--- config.mk ---
export PLATFORM = sky130hd
export DESIGN_NAME = result_packer_pipe
export DESIGN_NICKNAME = d
export VERILOG_FILES = /design/src/rtl/result_packer_pipe.sv
export SDC_FILE = /design/constraint.sdc
export NUM_CORES = 1
export LEC_CHECK = 0
export ABC_AREA = 1
export BUFFER_PORTS_ARGS = -buffer_cell sky130_fd_sc_hd__buf_4
export CAP_MARGIN = 20
export CELL_PAD_IN_SITES_DETAIL_PLACEMENT = 1
export CELL_PAD_IN_SITES_GLOBAL_PLACEMENT = 1
export CORE_ASPECT_RATIO = 0.8
export CORE_UTILIZATION = 35
export DETAILED_ROUTE_END_ITERATION = 10
export PLACE_DENSITY_LB_ADDON = 0.1
export SYNTH_ARGS = -nofsm -noshare
export SYNTH_HDL_FRONTEND = slang
export SYNTH_SLANG_ARGS = --single-unit
--- constraint.sdc ---
create_clock -name clk -period 2.15 [get_ports clk]
set_input_delay 0.645 -clock clk [delete_from_list [all_inputs] [get_ports clk]]
set_output_delay 0.645 -clock clk [all_outputs]
set_load 0.1 [all_outputs]
--- src/rtl/result_packer_pipe.sv ---
// result_packer_pipe
//   Last FPU stage before writeback. Packs the final floating-point word from
//   operand fields, computed results or special constants. Applies overflow and
//   underflow overrides. Holds the packed beat in a 2-entry skid buffer behind a
//   valid/ready handshake, and accumulates sticky exception flags.
//
// Ports
//   clk, reset_n                  clock (rising edge), async active-low reset
//   in_valid / in_ready           upstream handshake; in_ready is a pure state decode
//   sign/exponent/fraction_select field source selects
//   operand_* / result_*          candidate field values
//   out_valid / out_ready         downstream handshake
//   result                        packed {sign, exponent, fraction}
//   out_overflow / out_underflow  per-beat flags travelling with result
//   flags_clear                   clears sticky flags (a same-cycle set wins)
//   sticky_*                      accumulated exception flags
//
// Skid buffer states
//   state   | meaning
//   S_EMPTY | no beat held, out_valid=0
//   S_ONE   | head holds one beat
//   S_TWO   | head and tail full, in_ready=0
module result_packer_pipe #(
  parameter  int EXP_WIDTH  = 8,
  parameter  int FRAC_WIDTH = 23,
  localparam int WORD_WIDTH = 1 + EXP_WIDTH + FRAC_WIDTH
) (
  input  logic                  clk,
  input  logic                  reset_n,
  input  logic                  in_valid,
  output logic                  in_ready,
  input  logic [1:0]            sign_select,
  input  logic [2:0]            exponent_select,
  input  logic [2:0]            fraction_select,
  input  logic                  operand_sign_a,
  input  logic                  operand_sign_b,
  input  logic [EXP_WIDTH-1:0]  operand_exponent_a,
  input  logic [EXP_WIDTH-1:0]  operand_exponent_b,
  input  logic [FRAC_WIDTH-1:0] operand_fraction_a,
  input  logic [FRAC_WIDTH-1:0] operand_fraction_b,
  input  logic                  result_sign,
  input  logic [EXP_WIDTH+1:0]  result_exponent,
  input  logic [FRAC_WIDTH:0]   result_fraction,
  output logic                  out_valid,
  input  logic                  out_ready,
  output logic [WORD_WIDTH-1:0] result,
  output logic                  out_overflow,
  output logic                  out_underflow,
  input  logic                  flags_clear,
  output logic                  sticky_overflow,
  output logic                  sticky_underflow,
  output logic                  sticky_invalid
);

  localparam logic [EXP_WIDTH+1:0] EXP_LIMIT = {2'b00, {EXP_WIDTH{1'b1}}};
  localparam int                   ENTRY_W   = WORD_WIDTH + 2;

  typedef enum logic [1:0] {
    S_EMPTY = 2'd0,
    S_ONE   = 2'd1,
    S_TWO   = 2'd2
  } state_t;

  state_t state, state_next;

  logic                  pk_sign;
  logic [EXP_WIDTH-1:0]  pk_exp;
  logic [FRAC_WIDTH-1:0] pk_frac;
  logic [FRAC_WIDTH-1:0] frac_mux;
  logic                  pk_ovf;
  logic                  pk_unf;
  logic                  exp_over;
  logic                  exp_nonpos;
  logic                  hidden_bit;

  logic [ENTRY_W-1:0]    pk_entry;
  logic [ENTRY_W-1:0]    head;
  logic [ENTRY_W-1:0]    tail;
  logic                  push;
  logic                  pop;

  // ---------------- field packing (combinational) ----------------
  assign exp_over   = $signed(result_exponent) >= $signed(EXP_LIMIT);
  assign exp_nonpos = result_exponent[EXP_WIDTH+1] | (result_exponent == '0);
  assign hidden_bit = result_fraction[FRAC_WIDTH];

  always_comb begin
    pk_sign = result_sign;
    case (sign_select)
      2'd0:    pk_sign = result_sign;
      2'd1:    pk_sign = operand_sign_a;
      2'd2:    pk_sign = operand_sign_b;
      default: pk_sign = ~result_sign;
    endcase
  end

  always_comb begin
    frac_mux = '0;
    case (fraction_select)
      3'd0:    frac_mux = result_fraction[FRAC_WIDTH-1:0];
      3'd1:    frac_mux = operand_fraction_a;
      3'd2:    frac_mux = operand_fraction_b;
      3'd3:    frac_mux = {1'b1, {(FRAC_WIDTH-1){1'b0}}};
      default: frac_mux = '0;
    endcase
  end

  // Only the computed exponent is range-checked; overflow saturates to
  // infinity and wins over the flush path, and a flush zeroes the fraction
  // regardless of fraction_select.
  always_comb begin
    pk_exp  = '0;
    pk_frac = frac_mux;
    pk_ovf  = 1'b0;
    pk_unf  = 1'b0;
    case (exponent_select)
      3'd0: begin
        if (exp_over) begin
          pk_exp  = '1;
          pk_frac = '0;
          pk_ovf  = 1'b1;
        end else if (exp_nonpos || !hidden_bit) begin
          pk_exp  = '0;
          pk_frac = '0;
          pk_unf  = exp_nonpos & hidden_bit;
        end else begin
          pk_exp  = result_exponent[EXP_WIDTH-1:0];
        end
      end
      3'd1:    pk_exp = operand_exponent_a;
      3'd2:    pk_exp = operand_exponent_b;
      3'd3:    pk_exp = '1;
      default: pk_exp = '0;
    endcase
  end

  assign pk_entry = {pk_ovf, pk_unf, pk_sign, pk_exp, pk_frac};

  // ---------------- skid buffer FSM ----------------
  assign push = in_valid & in_ready;
  assign pop  = out_valid & out_ready;

  always_ff @(posedge clk or negedge reset_n) begin
    if (!reset_n) state <= S_EMPTY;
    else          state <= state_next;
  end

  always_comb begin
    state_next = state;
    case (state)
      S_EMPTY: if (push) state_next = S_ONE;
      S_ONE: begin
        if (push && !pop)      state_next = S_TWO;
        else if (!push && pop) state_next = S_EMPTY;
      end
      S_TWO:   if (pop) state_next = S_ONE;
      default: state_next = S_EMPTY;
    endcase
  end

  // Both handshake outputs decode registered state only, so in_ready never
  // has a combinational path from out_ready.
  always_comb begin
    out_valid = (state != S_EMPTY);
    in_ready  = (state != S_TWO);
  end

  // Data storage; head drives the outputs directly so they hold while stalled.
  always_ff @(posedge clk or negedge reset_n) begin
    if (!reset_n) begin
      head <= '0;
      tail <= '0;
    end else begin
      case (state)
        S_EMPTY: if (push) head <= pk_entry;
        S_ONE: begin
          if (push && pop) head <= pk_entry;
          else if (push)   tail <= pk_entry;
        end
        S_TWO:   if (pop) head <= tail;
        default: ;
      endcase
    end
  end

  assign out_overflow  = head[ENTRY_W-1];
  assign out_underflow = head[ENTRY_W-2];
  assign result        = head[WORD_WIDTH-1:0];

  // ---------------- sticky flags ----------------
  always_ff @(posedge clk or negedge reset_n) begin
    if (!reset_n) begin
      sticky_overflow  <= 1'b0;
      sticky_underflow <= 1'b0;
      sticky_invalid   <= 1'b0;
    end else begin
      sticky_overflow  <= (sticky_overflow  & ~flags_clear) | (push & pk_ovf);
      sticky_underflow <= (sticky_underflow & ~flags_clear) | (push & pk_unf);
      sticky_invalid   <= (sticky_invalid   & ~flags_clear) |
                          (push & (fraction_select == 3'd3));
    end
  end

endmodule

Word level (Yosys, flattened, before mapping)
Cells that the tools add are included.
- multiply operators: 0
- muxes and demuxes: 22
- reductions and logical operators: 17
- bitwise operators: 16
- divide/modulo/power cells: 0
- equal/unequal tests: 15
- magnitude comparators: 1
- add/subtract/negate cells: 0
- shift-type cells: 0
- operator list (kind ; number):
    2-to-1 mux 34 bit ; 3
    case mux 34 bit (3 select lines) ; 1
    case mux 23 bit (4 select lines) ; 1
    2-to-1 mux 23 bit ; 3
    case mux 8 bit (4 select lines) ; 1
    2-to-1 mux 8 bit ; 2
    == test 3 x 2 -> 1 bit, second input constant ; 4
    >= comparator 10 x 9 -> 1 bit, second input constant ; 1
    zero test 10 bit ; 1
    AND 1 bit ; 9
    2-to-1 mux 2 bit ; 4
    != test 2 bit, second input constant ; 4
    == test 3 x 1 -> 1 bit, second input constant ; 2
    zero test 3 bit ; 2
    case mux 2 bit (3 select lines) ; 1
    AND reduction 3 bit ; 2
    2-to-1 mux 1 bit ; 5
    == test 2 x 1 -> 1 bit, second input constant ; 2
    == test 2 bit, second input constant ; 2
    zero test 2 bit ; 2
    bitwise OR 1 bit ; 4
    AND reduction 4 bit ; 1
    logical AND 1 bit ; 3
    zero test 1 bit ; 3
    6 further kinds ; 8
- bits in writable memories: 0
- register bits: 73
- ROM bits: 0
- bits in latches: 0
- output and inout port bits: 39
- memories kept: 0
- word-level logic and storage cells: 77
- input port bits: 112

Depth between registers and ports, before layout
Gate-level depths: netlist of run 1.
- word-level depth: 8
- mapped depth: 13
- gate-level depth less buffers: 11

Least setup slack after synthesis of run 1
No wires, ideal clock.
- kind: reg2out
- start: register state[1]
- end: output port in_ready
- arrival: 1.230 ns
- required time: 1.505 ns
- buffers on the path: 2
- slack: 0.275 ns
- cell stages (with the launch flop): 6
- cells stage by stage: dfrtp_1 -> inv_1 -> nor2_1 -> buf_2 -> inv_2 -> buf_2
- longest elaborated chain between the ends: 1
- RTL lines (element ; RTL line ; RTL):
    from (decl) ; 64 ; state_t state, state_next;
    from (signal assigned) ; 145 ; else state <= state_next;
    != test 2 bit ; 165 ; in_ready = (state != S_TWO);
    to (decl) ; 31 ; output logic in_ready,
Every way passes these cells.

Worst setup path after layout of run 1
- start: register state[0]
- end: output port in_ready
Same word-level chain as after synthesis.

==> metrics.txt, run 1 <==
IO buf count 150; die height 103 µm; Rel. slew slack 68.3%; Commonest cells post-synth nand2_1 (254), nor2_1 (77), dfrtp_1 (73); # DRC 0; FMAX 483 MHz; top post-synthesis cells by area dfrtp_1 (41%), nand2_1 (21%), nor2_1 (6.5%); vias per cell 4.78; max-slew violations 0; Cell Count Post-Placement 939; CTS clk-pin slew, worst paths 60 ps; worst slew pin tran 475 ps; vias after detailed routing 4561; I/O pin count 151; Worst EP arrival 1420 ps; Root Buffer clkbuf_16; Post-DP Area 5770 µm²; GPL Wtd Cong 0.801; CTS H-tree lvls 3; Synth Register Bits 73; clock tree buffer depth 2; DRT iter0 DRCs 167; Syn Nets 755; maximum vdd ir drop 0.966 mV; Core Box Area 12300 µm²; fillers 1569; first-pass GRT wire length 22500 µm; worst skew pair latency 340 ps; clk_skew 4.35 ps; All-Layer GR Usage 22.1%; post-synth cell types 25; endpoints failing setup 0; Final Cell Area 6130 µm²; warning count from the yosys run 0; Crit. End Element primary output; max cap viols 0; Worst Setup Start Kind register; # rows 36; Post-DRT Antenna Nets 0; Post-synth EDFFs 0; setup_tns 0 ps; Avg Synthesized Cell Area 6.94 µm²; Area growth, synth to finish 37.8%; PD cells 1390 nW/µm²; total CTS buffers 9; worst min path class input port to asynchronous set/reset pin; CP Max Fanout 10; Yosys top cell area share 41.1%; HPWL after DPL 10600 µm; Post-synth top flop dfrtp_1; share of post-route cells with drive strength above 1 28.3%; post-detailed-route wirelength per cell 14.8 µm; status finished, final reports clean; Period minus WS final 2070 ps; vias in the first global route 4563; Initial Util 36.2%; Antenna Cells 0; Synth Instances 641; crit path kind register to primary output; largest net degree at the start of global routing 74; Die ar. 13200 µm²; Worst Slack Setup Final 81.4 ps; worst slack, placed 149 ps; first drt pass iteration count 4; fin crit share 96.2%; Critical Path RT 1500 ps; WL final 14100 µm; Final #Nets 893; RSZ-0062 raised after global routing no; P_leak 3.46 nW; clock sinks 73; most frequent cell after synthesis nand2_1; die width 128 µm; Final Hold Fails 0; sequential element share of the synthesized area 41.1%; remaining global-route overflow 0; post-synthesis async set-or-reset flop share 100%; initial antenna violation count 0; post-synthesis instance area 4450 µm²; post-route insts no fill 955; R2R setup slack 370 ps; Yosys top cell by area dfrtp_1; CTS tree built
## power breakdown
group	internal (mW)	total (mW)	switching, mW
Sequential	1.93	2.26	0.328
Combinational	1.18	4.50	3.32
Clock	1.14	1.74	0.605
## per-layer routing
| metal | GRT usage [%] | wire length (µm) | up-vias |
|---|---|---|---|
| met1 | 29.9 | 6600 | 2180 |
| li1 | - | - | 2281 |
| met5 | 0 | 0 | - |
| met4 | 6.24 | 130 | 0 |
| met3 | 4.67 | 577 | 12 |
| met2 | 36.1 | 6790 | 88 |
## registers in the layout (all words and copies together), names as in the netlist
signal            cells
sticky_invalid        1
state                 2
head                 34
tail                 34
sticky_underflow      1
sticky_overflow       1
## final timing paths
path / startpoint / to / cells past startpoint
min in group clk: head[14] / head[14] / 2
min: reset_n / head[26] / 2
max reg2reg: state[0] / head[5] / 10
max in group asynchronous: reset_n / tail[32] / 2
max: state[0] / in_ready / 4
min reg2reg: head[14] / head[14] / 2
## metrics by stage
step	hold slack [ps]	util (%)	power, mW
after global placement	461	46.9	6.65
after global routing	329	49.8	9.03
after detailed placement	471	46.9	6.79
after CTS	326	49.7	8.59
after floorplan	349	-	5.56
final	299	49.8	8.50
## cell type report
type | instances | area, µm² | share of cell area (%)
clock buffers | 10 | 229 | 3.74
repair buffers | 163 | 1350 | 22.0
clock inverters | 6 | 115 | 1.88
multi-input cells | 488 | 2230 | 36.4
inverters | 44 | 165 | 2.69
well taps | 171 | 214 | 3.49
flip-flops and latches | 73 | 1830 | 29.8
## placed cells by master (no fill, tap or decap), types with 2 or more instances in the layout
cell,instances
nand2_1,253
buf_4,153
nor2_1,76
dfrtp_1,73
nand3_1,43
inv_1,41
o21ai_1,26
nand3_2,18
nand2_2,16
a21oi_1,14
o21ai_0,13
buf_12,10
nand4_1,9
clkbuf_16,9
o21a_1,8
inv_2,3
o22ai_1,3
bufinv_16,3
nor2_2,2
nor3_4,2
nor2_4,2
ha_1,2
## timing repair
action                                  4_1_cts  5_1_grt
endpoints found under the setup margin        1        1
gates resized for setup                       1        3
hold buffers                                  0        0
cloned                                        0        0
buffers inserted                              0        0
## logic make-up after synthesis
kind of cell | after synthesis | synth area share, %
simple gates | 422 | 41.6
buf+inv | 80 | 9.03
flops | 73 | 41.1
compound gates | 64 | 7.74
fa+ha+maj | 2 | 0.562
## worst max-delay path, cell delays in order (launching register included)
cell     delay (ps)
dfrtp_1         440
nor2_2          160
buf_4           210
inv_2            90
buf_12          170
Note: power is estimated with default switching activity, not from simulation.
==> inputs of run 2 (changes only) <==
SETUP_SLACK_MARGIN = 0.4   (was unset)
==> metrics.txt, run 2 (same netlist as run 1, synthesis figures left out) <==
most frequent cells in the layout nand2_1 (250), buf_4 (168), nor2_1 (75); HPWL after DPL 10900 µm; worst skew pair latency 340 ps; Initial Util 36.2%; combinational power share 56.5%; setup_tns 0 ps; status finished, final reports clean; Post-DRT Antenna Nets 0; vias per cell 4.92; first drt pass iteration count 4; Final Cell Area 6350 µm²; Area growth, synth to finish 42.8%; share of post-route cells with drive strength above 1 31.2%; Worst Setup Start Kind register; Antenna Cells 0; PD cells 1420 nW/µm²; most common cell after layout, fill and taps aside nand2_1; Core Box Area 12300 µm²; vias after detailed routing 4800; post-route insts no fill 975; maximum vdd ir drop 1.04 mV; Rel. slew slack 55.8%; die height 103 µm; clock sinks 73; biggest regs head x34, tail x34, state x2; Root Buffer clkbuf_16; Post-DP Area 5760 µm²; clock share of power 18.4%; switching share of total power 50.6%; Flop pwr share 25.1%; fillers 1580; CP Max Fanout 4; Period minus WS final 1920 ps; Switch Pwr 4.56 mW; first-pass GRT wire length 23700 µm; Final #Nets 913; fin crit share 89.2%; Final Hold Fails 0; post-detailed-route wirelength per cell 16.1 µm; CTS clk-pin slew, worst paths 60 ps; Crit. End Element primary output; crit path kind register to primary output; endpoints failing setup 0; FMAX 521 MHz; GPL Wtd Cong 0.790; die width 128 µm; worst min path class input port to asynchronous set/reset pin; IO buf count 150; vias in the first global route 4665; # rows 36; P_leak 3.57 nW; I/O pin count 151; initial antenna violation count 0; # DRC 0; P_int 4.46 mW; CTS H-tree lvls 3; RSZ-0062 raised after global routing yes; CTS tree built; DRT iter0 DRCs 280; Worst EP arrival 1270 ps; max cap viols 0; worst slew pin tran 663 ps; WL final 15700 µm; remaining global-route overflow 0; total CTS buffers 9; largest net degree at the start of global routing 61; Cell Count Post-Placement 945; All-Layer GR Usage 23.3%; Critical Path RT 1500 ps; max-slew violations 0; clk_skew 9.84 ps; Die ar. 13200 µm²; clock tree buffer depth 2
-- run 2: cell count changes in the layout (fill, tap and decap cells not counted), moves of 3 or more --
| cell | before | now |
|---|---|---|
| buf_6 | 0 | 4 |
| buf_4 | 153 | 168 |
| inv_1 | 41 | 38 |
| nand2_1 | 253 | 250 |
| o21ai_1 | 26 | 30 |
| buf_12 | 10 | 6 |
| o21ai_0 | 13 | 9 |
-- run 2: worst paths after layout --
check | startpoint | endpoint | depth (start not counted) | slack (ps)
max in group asynchronous | reset_n | state[0] | 2 | 1300
min reg2reg | tail[30] | tail[30] | 2 | 480
min in group clk | tail[30] | tail[30] | 2 | 480
max | state[0] | in_ready | 4 | 230
min | reset_n | head[26] | 1 | 220
max reg2reg | state[1] | head[2] | 9 | 380
-- run 2: power groups by stage --
stage | logic (mW) | clock network (mW) | registers [mW]
2_1_floorplan | 1.76 | 0 | 3.80
3_3_place_gp | 4.40 | 0 | 2.24
3_5_place_dp | 4.52 | 0 | 2.27
4_1_cts | 4.78 | 1.69 | 2.26
5_1_grt | 5.43 | 1.74 | 2.33
6_report | 5.10 | 1.66 | 2.26
-- run 2: area by class of cell --
cell class | count | area [µm²] | area share (%)
sequential | 73 | 1830 | 28.8
multi-input combinational | 488 | 2270 | 35.8
tap | 171 | 214 | 3.37
inverter | 44 | 174 | 2.74
clock inverter | 7 | 100 | 1.58
timing repair inverter | 1 | 7.51 | 0.118
clock buffer | 9 | 225 | 3.55
timing repair buffer | 182 | 1530 | 24.1
-- run 2: through the flow --
step / hold WS (ps) / utilization (%) / worst slack, ps / power [mW]
detailed placement: 468 / 46.9 / 96.1 / 6.78
CTS: 232 / 50.3 / 275 / 8.72
global placement: 461 / 46.9 / 161 / 6.64
finish: 224 / 51.6 / 231 / 9.02
global route: 242 / 51.6 / 191 / 9.50
floorplan: 349 / - / 400 / 5.56
-- run 2: routing by layer --
metal	vias up	GRT usage [%]	part of all wire (%)
met3	9	4.41	5.0
met4	0	4.34	0.57
li1	2328	-	-
met2	128	37.8	48
met1	2335	32.8	46
met5	-	0	0
-- run 2: worst max-delay path, cell delays in order (launching register included) --
cell     delay [ps]
dfrtp_2         450
nor2_4          140
buf_6           140
inv_4            40
buf_12          150
-- run 2: timing repair --
item | CTS | global route
pin swaps | 1 | 5
buffers inserted | 4 | 5
resized for setup | 14 | 15
endpoints found under the hold margin | 0 | 0
hold buffers | 0 | 0
setup endpoints to repair | 39 | 48
gates cloned | 1 | 4
